<file path="src/rtl/ps2_pkg.sv">
// Shared types and scan-code constants for the PS/2 set-2 scan decoder.
package ps2_pkg;

   typedef enum logic [1:0] {
      ST_IDLE   = 2'd0,
      ST_DATA   = 2'd1,
      ST_PARITY = 2'd2,
      ST_STOP   = 2'd3
   } frame_state_t;

   localparam logic [7:0] SC_SPACE = 8'h29;
   localparam logic [7:0] SC_ENTER = 8'h5A;
   localparam logic [7:0] SC_ONE   = 8'h16;
   localparam logic [7:0] SC_TWO   = 8'h1E;
   localparam logic [7:0] SC_EXT   = 8'hE0;
   localparam logic [7:0] SC_BRK   = 8'hF0;

   // One-hot key index {space, enter, one, two}; only enter exists in the E0 page.
   function automatic logic [3:0] key_onehot(input logic [7:0] code, input logic ext);
      key_onehot = 4'b0000;
      if (ext) begin
         key_onehot[2] = (code == SC_ENTER);
      end else begin
         key_onehot[3] = (code == SC_SPACE);
         key_onehot[2] = (code == SC_ENTER);
         key_onehot[1] = (code == SC_ONE);
         key_onehot[0] = (code == SC_TWO);
      end
   endfunction

endpackage

</file>
<file path="src/rtl/ps2_line_filter.sv">
// Synchronises the PS/2 line pair, debounces the clock and flags its falling edges.
module ps2_line_filter
   import ps2_pkg::*;
#(
   parameter int FILTER_LEN = 8
) (
   input  logic clk,
   input  logic reset_n,
   input  logic ps2_clk,
   input  logic ps2_dat,
   output logic fall,
   output logic dat
);

   localparam int FW = $clog2(FILTER_LEN + 1);

   logic [1:0]    clk_sync;
   logic [1:0]    dat_sync;
   logic          filt;
   logic [FW-1:0] cnt;

   assign dat = dat_sync[1];

   // Idle line level is high, so everything resets to 1 to avoid a false edge.
   always_ff @(posedge clk or negedge reset_n) begin
      if (!reset_n) begin
         clk_sync <= 2'b11;
         dat_sync <= 2'b11;
         filt     <= 1'b1;
         cnt      <= '0;
         fall     <= 1'b0;
      end else begin
         clk_sync <= {clk_sync[0], ps2_clk};
         dat_sync <= {dat_sync[0], ps2_dat};
         fall     <= 1'b0;
         if (clk_sync[1] == filt) begin
            cnt <= '0;
         end else if (cnt == FW'(FILTER_LEN - 1)) begin
            filt <= clk_sync[1];
            cnt  <= '0;
            fall <= ~clk_sync[1];
         end else begin
            cnt <= cnt + 1'b1;
         end
      end
   end

endmodule

</file>
<file path="src/rtl/ps2_scan_decoder.sv">
// PS/2 set-2 frame receiver with prefix, break and typematic-repeat handling
// for the four reaction-benchmark keys.
module ps2_scan_decoder
   import ps2_pkg::*;
#(
   parameter int FILTER_LEN     = 8,
   parameter int TIMEOUT_CYCLES = 50000
) (
   input  logic       clk,
   input  logic       reset_n,
   input  logic       ps2_clk,
   input  logic       ps2_dat,
   output logic       scan_code_ready,
   output logic [7:0] scan_code,
   output logic       space_pressed,
   output logic       enter_pressed,
   output logic       one_pressed,
   output logic       two_pressed,
   output logic       frame_error
);

   localparam int TW = $clog2(TIMEOUT_CYCLES + 1);

   logic          fall;
   logic          dat;
   frame_state_t  state;
   logic [2:0]    bit_cnt;
   logic [7:0]    shreg;
   logic          par;
   logic [TW-1:0] tcnt;
   logic          ext;
   logic          brk;
   logic [3:0]    held;
   logic [3:0]    flags;

   logic       byte_ok;
   logic       byte_bad;
   logic       timeout;
   logic [3:0] key;
   logic       ignore;

   ps2_line_filter #(.FILTER_LEN(FILTER_LEN)) u_filter (
      .clk     (clk),
      .reset_n (reset_n),
      .ps2_clk (ps2_clk),
      .ps2_dat (ps2_dat),
      .fall    (fall),
      .dat     (dat)
   );

   assign byte_ok  = fall && (state == ST_STOP) && dat && (^{shreg, par});
   assign byte_bad = fall && (((state == ST_STOP) && !byte_ok) ||
                              ((state == ST_IDLE) && dat));
   assign timeout  = !fall && (state != ST_IDLE) && (tcnt == TW'(TIMEOUT_CYCLES - 1));
   assign key      = key_onehot(shreg, ext);
   assign ignore   = ext && (shreg != SC_ENTER);

   assign {space_pressed, enter_pressed, one_pressed, two_pressed} = flags;

   always_ff @(posedge clk or negedge reset_n) begin
      if (!reset_n) begin
         state           <= ST_IDLE;
         bit_cnt         <= '0;
         shreg           <= '0;
         par             <= 1'b0;
         tcnt            <= '0;
         ext             <= 1'b0;
         brk             <= 1'b0;
         held            <= '0;
         flags           <= '0;
         scan_code       <= '0;
         scan_code_ready <= 1'b0;
         frame_error     <= 1'b0;
      end else begin
         scan_code_ready <= 1'b0;
         frame_error     <= 1'b0;

         if (fall || state == ST_IDLE) tcnt <= '0;
         else                          tcnt <= tcnt + 1'b1;

         if (fall) begin
            case (state)
               ST_IDLE: begin
                  bit_cnt <= '0;
                  if (!dat) state <= ST_DATA;
               end
               ST_DATA: begin
                  shreg   <= {dat, shreg[7:1]};
                  bit_cnt <= bit_cnt + 1'b1;
                  if (bit_cnt == 3'd7) state <= ST_PARITY;
               end
               ST_PARITY: begin
                  par   <= dat;
                  state <= ST_STOP;
               end
               default: state <= ST_IDLE;
            endcase
         end

         if (timeout) state <= ST_IDLE;

         if (byte_bad || timeout) begin
            frame_error <= 1'b1;
            ext         <= 1'b0;
            brk         <= 1'b0;
         end else if (byte_ok) begin
            if (shreg == SC_EXT) begin
               ext <= 1'b1;
            end else if (shreg == SC_BRK) begin
               brk <= 1'b1;
            end else begin
               ext <= 1'b0;
               brk <= 1'b0;
               if (!ignore) begin
                  // Held bits suppress typematic repeats until the matching break.
                  if (brk) begin
                     held <= held & ~key;
                  end else if ((held & key) == 4'b0000) begin
                     held            <= held | key;
                     flags           <= key;
                     scan_code       <= shreg;
                     scan_code_ready <= 1'b1;
                  end
               end
            end
         end
      end
   end

endmodule

</file>
<file path="config.mk">
export PLATFORM = sky130hd
export DESIGN_NAME = ps2_scan_decoder
export DESIGN_NICKNAME = d
export VERILOG_FILES = /design/src/rtl/ps2_pkg.sv /design/src/rtl/ps2_line_filter.sv /design/src/rtl/ps2_scan_decoder.sv
export SDC_FILE = /design/constraint.sdc
export NUM_CORES = 1
export LEC_CHECK = 0
export ABC_CLOCK_PERIOD_IN_PS = 3200
export CELL_PAD_IN_SITES_DETAIL_PLACEMENT = 2
export CELL_PAD_IN_SITES_GLOBAL_PLACEMENT = 2
export CORE_MARGIN = 4
export CORE_UTILIZATION = 30
export DETAILED_ROUTE_END_ITERATION = 7
export DONT_BUFFER_PORTS = 1
export GPL_ROUTABILITY_DRIVEN = 1
export PLACE_DENSITY = 0.56
export SLEW_MARGIN = 30
export SYNTH_ARGS = -nofsm -noshare
export SYNTH_HDL_FRONTEND = slang
export SYNTH_SLANG_ARGS = --single-unit
export TNS_END_PERCENT = 50
</file>
<file path="constraint.sdc">
create_clock -name clk -period 3.2 [get_ports clk]
set_input_delay 0.64 -clock clk [delete_from_list [all_inputs] [get_ports clk]]
set_output_delay 0.64 -clock clk [all_outputs]
set_load 0.01 [all_outputs]
</file>
### Word level (Yosys, flattened, before mapping)

Cells that the tools add are included.

* register bits: 60
* ROM bits: 0
* output and inout port bits: 14
* logic and storage cells: 111
* bits in latches: 0
* input port bits: 4
* memories kept: 0
* bits in writable memories: 0

* bitwise operators: 11
* multiply operators: 0
* div/mod/pow operators: 0
* reduce and logical (&&, ||, !) cells: 31
* multiplexer cells: 31
* shift-type cells: 0
* order comparisons: 0
* equal/unequal tests: 18
* add/sub/neg operators: 3

Operators by type and width (number)
* $mux W1: 19
* $add A16 B1 Y16 const B: 1
* $eq A16 B16 Y1 const B: 1
* $eq A8 B5 Y1 const B: 2
* $eq A8 B8 Y1 const B: 2
* $mux W16: 1
* $mux W4: 4
* $reduce_and A2 Y1: 6
* $mux W2: 5
* $reduce_bool A2 Y1: 5
* $logic_and A1 B1 Y1: 9
* $ne A3 B3 Y1 const B: 3
* $reduce_xor A9 Y1: 1
* $and A4 B4 Y4: 2
* $eq A8 B6 Y1 const B: 1
* $eq A8 B7 Y1 const B: 1
* $ne A8 B7 Y1 const B: 1
* $not A1 Y1: 7
* $reduce_and A7 Y1: 1
* $pmux W2 S3: 1
* $pmux W3 S2: 1
* $reduce_and A6 Y1: 1
* $add A4 B1 Y4 const B: 1
* $eq A2 B2 Y1 const B: 2
* 13 further kinds: 16

### Logic depth before layout (Yosys ltp)

* word-level depth: 11
* gate-level depth with buffers: 8
* gate-level depth less buffers: 7

### Cells and area by module

A second synthesis with hierarchy kept.

* cells, all modules: 244
* area, all modules: 2882.8 um2

Modules (own cells, without submodules)
* ps2_scan_decoder: instances 1, area an instance 2518.7 um2, cells each 221, sequential area each 1251.2 um2
* ps2_line_filter: instances 1, area an instance 364.1 um2, cells each 23, sequential area each 256.5 um2

### Worst setup path before layout

No wires, ideal clock.

* path type: flip-flop to flip-flop
* start point: register state[0]
* end point: register state[0]
* clock period less this slack: 2.334 ns
* required time: 3.078 ns
* cell stages (with the launch flop): 9
* data arrival time: 2.212 ns
* path buffers: 1
* library setup time: 0.122 ns
* path slack: 0.866 ns
* cells stage by stage: dfrtp_1 -> inv_1 -> ha_1 -> or2_1 -> clkbuf_1 -> or4_1 -> nor4_2 -> o21ai_1 -> a32o_1

* cells in the longest elaborated chain, start to end: 5
* elaborated cells on any way between the ends: 13
* classes of those cells: 4 x eq/ne; 3 x mux; 6 x reduce/logical

Ends and longest elaborated chain
* start, declared: line ps2_scan_decoder.sv:26 `frame_state_t state;`
* start signal, assigned: line ps2_scan_decoder.sv:62 `state <= ST_IDLE;`
* start signal, assigned: line ps2_scan_decoder.sv:85 `if (!dat) state <= ST_DATA;`
* start signal, assigned: line ps2_scan_decoder.sv:90 `if (bit_cnt == 3'd7) state <= ST_PARITY;`
* $reduce_bool A2 Y1: line ps2_scan_decoder.sv:54 `assign timeout = !fall && (state != ST_IDLE) && (tcnt == TW'(TIMEOUT_CYCLES - 1));`
* $logic_and A1 B1 Y1 (2 in a row): line ps2_scan_decoder.sv:54
* $ne A3 B3 Y1 (no line) / $reduce_bool A2 Y1 (equally long branches)
* $reduce_and A3 Y1 (no line)

Several ways; a longest one is shown, not always the timed one. The select of a mux whose other input is x is not followed.
A chain may end at the register's enable or synchronous reset.

### Final worst setup path

Same ends and word-level chain as after synthesis.

==> results.sh <==
export IMPL_status="completed"
export IMPL_core_sq_mm=0.00928
export IMPL_synth_compound_area_share_pct=7.60
export IMPL_syn_to_final_growth_pct=13.8
export IMPL_synthMuxAreaShare_pct=10.2
export IMPL_holdCritPathClass="input pin to asynchronous set/reset pin"
export IMPL_synth_largest_area_cell="dfrtp_1"
export IMPL_clock_skew_ns=0.00937
export IMPL_synth_area_leaders="dfrtp_1 48%, mux2_4 4.7%, mux2_2 4.7%"
export IMPL_finalMaxSlewViolations=0
export IMPL_period_needed_ns=2.60
export IMPL_yosysWarnings=0
export IMPL_placementRows=35
export IMPL_clkSlewWorstSetupHoldPaths_ns=0.07
export IMPL_drc=0
export IMPL_worstPathRequired_ns=3.42
export IMPL_final_setup_viol_count=0
export IMPL_die_w_um=106
export IMPL_crit_slowest_cell="or4_1"
export IMPL_grtUsageTotal_pct=12.2
export IMPL_die_area_sq_mm=0.0112
export IMPL_cp_slowest_stage_delay_ns=0.50
export IMPL_clock_sinks=60
export IMPL_synthAdderAreaFrac_pct=3.91
export IMPL_rsz0062_at_grt="no"
export IMPL_wl_per_cell_um=16.2
export IMPL_yosysMostFrequentCell="dfrtp_1"
export IMPL_antenna_left=0
export IMPL_n_antenna_cell=0
export IMPL_ys_seq_area_share_pct=52.3
export IMPL_slew_limit_headroom_pct=65.8
export IMPL_grt_pass1_vias=2093
export IMPL_worst_pin_slew_ns=0.508
export IMPL_grt_max_degree=56
export IMPL_antenna_found_initial=0
export IMPL_dr_total_vias=1864
export IMPL_busiest_layer="met2"
export IMPL_dp_hpwl_mm=4.11
export IMPL_placement_io_buffers=0
export IMPL_p_per_area_mw_per_mm2=531
export IMPL_netlist_area_leader_share_pct=47.8
export IMPL_cp_start_kind="flip-flop"
export IMPL_hold_viol=0
export IMPL_clock_root_buffer="clkbuf_8"
export IMPL_synth_xor_area_share_pct=6.99
export IMPL_finalCritPeriodShare_pct=81.2
export IMPL_drive_gt1_share_pct=21.7
export IMPL_grt_pass1_wl_mm=10.8
export IMPL_ys_types=47
export IMPL_syn_cell_area_sq_mm=0.00288
export IMPL_totalWireLength_mm=6.13
export IMPL_fin_nets=257
export IMPL_syn_area_per_cell_sq_um=12.1
export IMPL_io_pins=18
export IMPL_netlist_instances=239
export IMPL_die_y_um=106
export IMPL_grt_use_met1_pct=15.8
export IMPL_p_leak_uw=0.00142
export IMPL_worstSetupPathType="flip-flop to flip-flop"
export IMPL_cts_resized=0
export IMPL_setup_slack_ns=0.602
export IMPL_cp_max_fo=6
export IMPL_dpl_worst_slack_ns=0.555
export IMPL_synth_flop_cell="dfrtp_1"
export IMPL_cts_buffers=9
export IMPL_grtUsageMet3_pct=3.34
export IMPL_worstPathCellList="inv_1 > ha_1 > or2_1 > or4_1 > nor4_2 > o21ai_1 > a32o_1"
export IMPL_drt_first_pass_iters=4
export IMPL_fin_tns_setup_ns=0
export IMPL_yosys_top_cells_count="55 x dfrtp_1, 21 x nor2_1, 14 x nand2_1"
export IMPL_synth_top_family_by_area="simple AND/OR/NAND/NOR gates"
export IMPL_dr_first_iter_drc_count=30
export IMPL_via_per_inst=4.93
export IMPL_grt_overflow=0
export IMPL_synth_edf_count=0
export IMPL_worstPathArrival_ns=2.82
export IMPL_synthSimpleGateAreaFrac_pct=15.9
export IMPL_ys_ff_latch=60
export IMPL_htreeDepth=3
export IMPL_grtUsageMet2_pct=19.4
export IMPL_clock_latency_ns=0.33
export IMPL_clk_path_buf_depth=2
export IMPL_synthArstFlopShare_pct=100
export IMPL_endpoint_kind="flip-flop"
export IMPL_routabilityCongestion=0.700
export IMPL_peakVddDrop_uv=203
export IMPL_maxCapViolCount=0
export IMPL_fmax_mhz=385
export IMPL_syn_num_nets=252
export IMPL_start_util_pct=31.0
export IMPL_cts_tree="done"
-- placed cells by master (no fill, tap or decap), types with 4 or more instances in the layout --
cell type  netlist  routed
dfrtp_1         55      55
nor2_1          21      21
nand2_1         14      14
mux2_2          12      12
a21oi_1         11      11
clkbuf_8         0      11
xor2_1           9       9
mux2_4           9       9
ha_1             9       9
o21ai_0          8       8
nand3_1          7       7
nand4_1          6       6
xnor2_1          6       6
inv_1            6       6
a32o_1           5       5
dfstp_2          5       5
or3_1            4       4
a41oi_1          4       4
-- final timing paths --
| path | from | endpoint | slack, ns | depth (start not counted) |
|---|---|---|---|---|
| worst max-delay path | state[0] | state[0] | 0.60 | 7 |
| worst min-delay path | reset_n | u_filter.filt | 0.15 | 0 |
| worst max register to register | state[0] | state[0] | 0.60 | 7 |
| worst min register to register | u_filter.clk_sync[0] | u_filter.clk_sync[1] | 0.36 | 0 |
| max in group asynchronous | reset_n | tcnt[14] | 2.78 | 1 |
| min in group clk | ps2_clk | u_filter.clk_sync[0] | 0.30 | 0 |
-- sequential cells by signal, summed over array words and instances (netlist names), named ones only --
register,cells
bit_cnt,3
u_filter.clk_sync,2
state,2
u_filter.fall,1
ext,1
u_filter.cnt,4
par,1
scan_code_ready,1
scan_code,8
u_filter.dat_sync,2
flags,4
frame_error,1
shreg,8
brk,1
u_filter.filt,1
tcnt,16
-- final cells by class --
type / count / area [sq um]
flip-flops and latches: 60 / 1510
multi-input cells: 163 / 1280
clock buffers: 12 / 155
well taps: 129 / 161
fillers: 1007 / 6010
repair buffers: 4 / 50.0
inverters: 6 / 22.5
clock inverters: 4 / 95.1
-- report_power, final --
| part | switching, uW | internal, uW | total (uW) |
|---|---|---|---|
| clock network | 305 | 560 | 865 |
| logic | 38.1 | 30.7 | 68.9 |
| registers | 18.5 | 788 | 806 |
| total | 362 | 1380 | 1740 |
-- stage by stage --
step | cell area (sq um) | hold WS, ns | power (uW) | util [%] | instances
after floorplan | 2880 | 0.344 | 858 | - | 239
after global placement | 3000 | 0.346 | 870 | 32.3 | 361
after detailed placement | 3000 | 0.347 | 874 | 32.3 | 361
after CTS | 3280 | 0.121 | 1780 | 35.3 | 378
after global routing | 3280 | 0.113 | 1830 | 35.3 | 378
final | 3280 | 0.148 | 1740 | 35.3 | 378
-- what timing repair did --
action	in CTS	in global routing
buffers inserted	0	0
hold endpoints to repair	55	0
hold buffers	1	0
-- cell families after synthesis --
family | Yosys count
mux | 22
flops | 60
xor+xnor | 18
fa+ha+maj | 9
compound gates | 33
buf+inv | 16
simple gates | 81
-- worst max-delay path: cells and delay by family, from the launching register on --
kind,cells,cell delay [ns]
adder cells (fa/ha/maj),1,0.30
flip-flops,1,0.43
AO/OA/AOI/OAI,2,0.39
AND/OR/NAND/NOR,3,1.27
buffers and inverters,1,0.09
-- layer usage --
layer / up-vias / wire, um
met3: 12 / 223
met5: - / 0
met2: 23 / 2870
li1: 863 / -
met1: 966 / 2930
met4: 0 / 104
(Power assumes the default switching activity.)
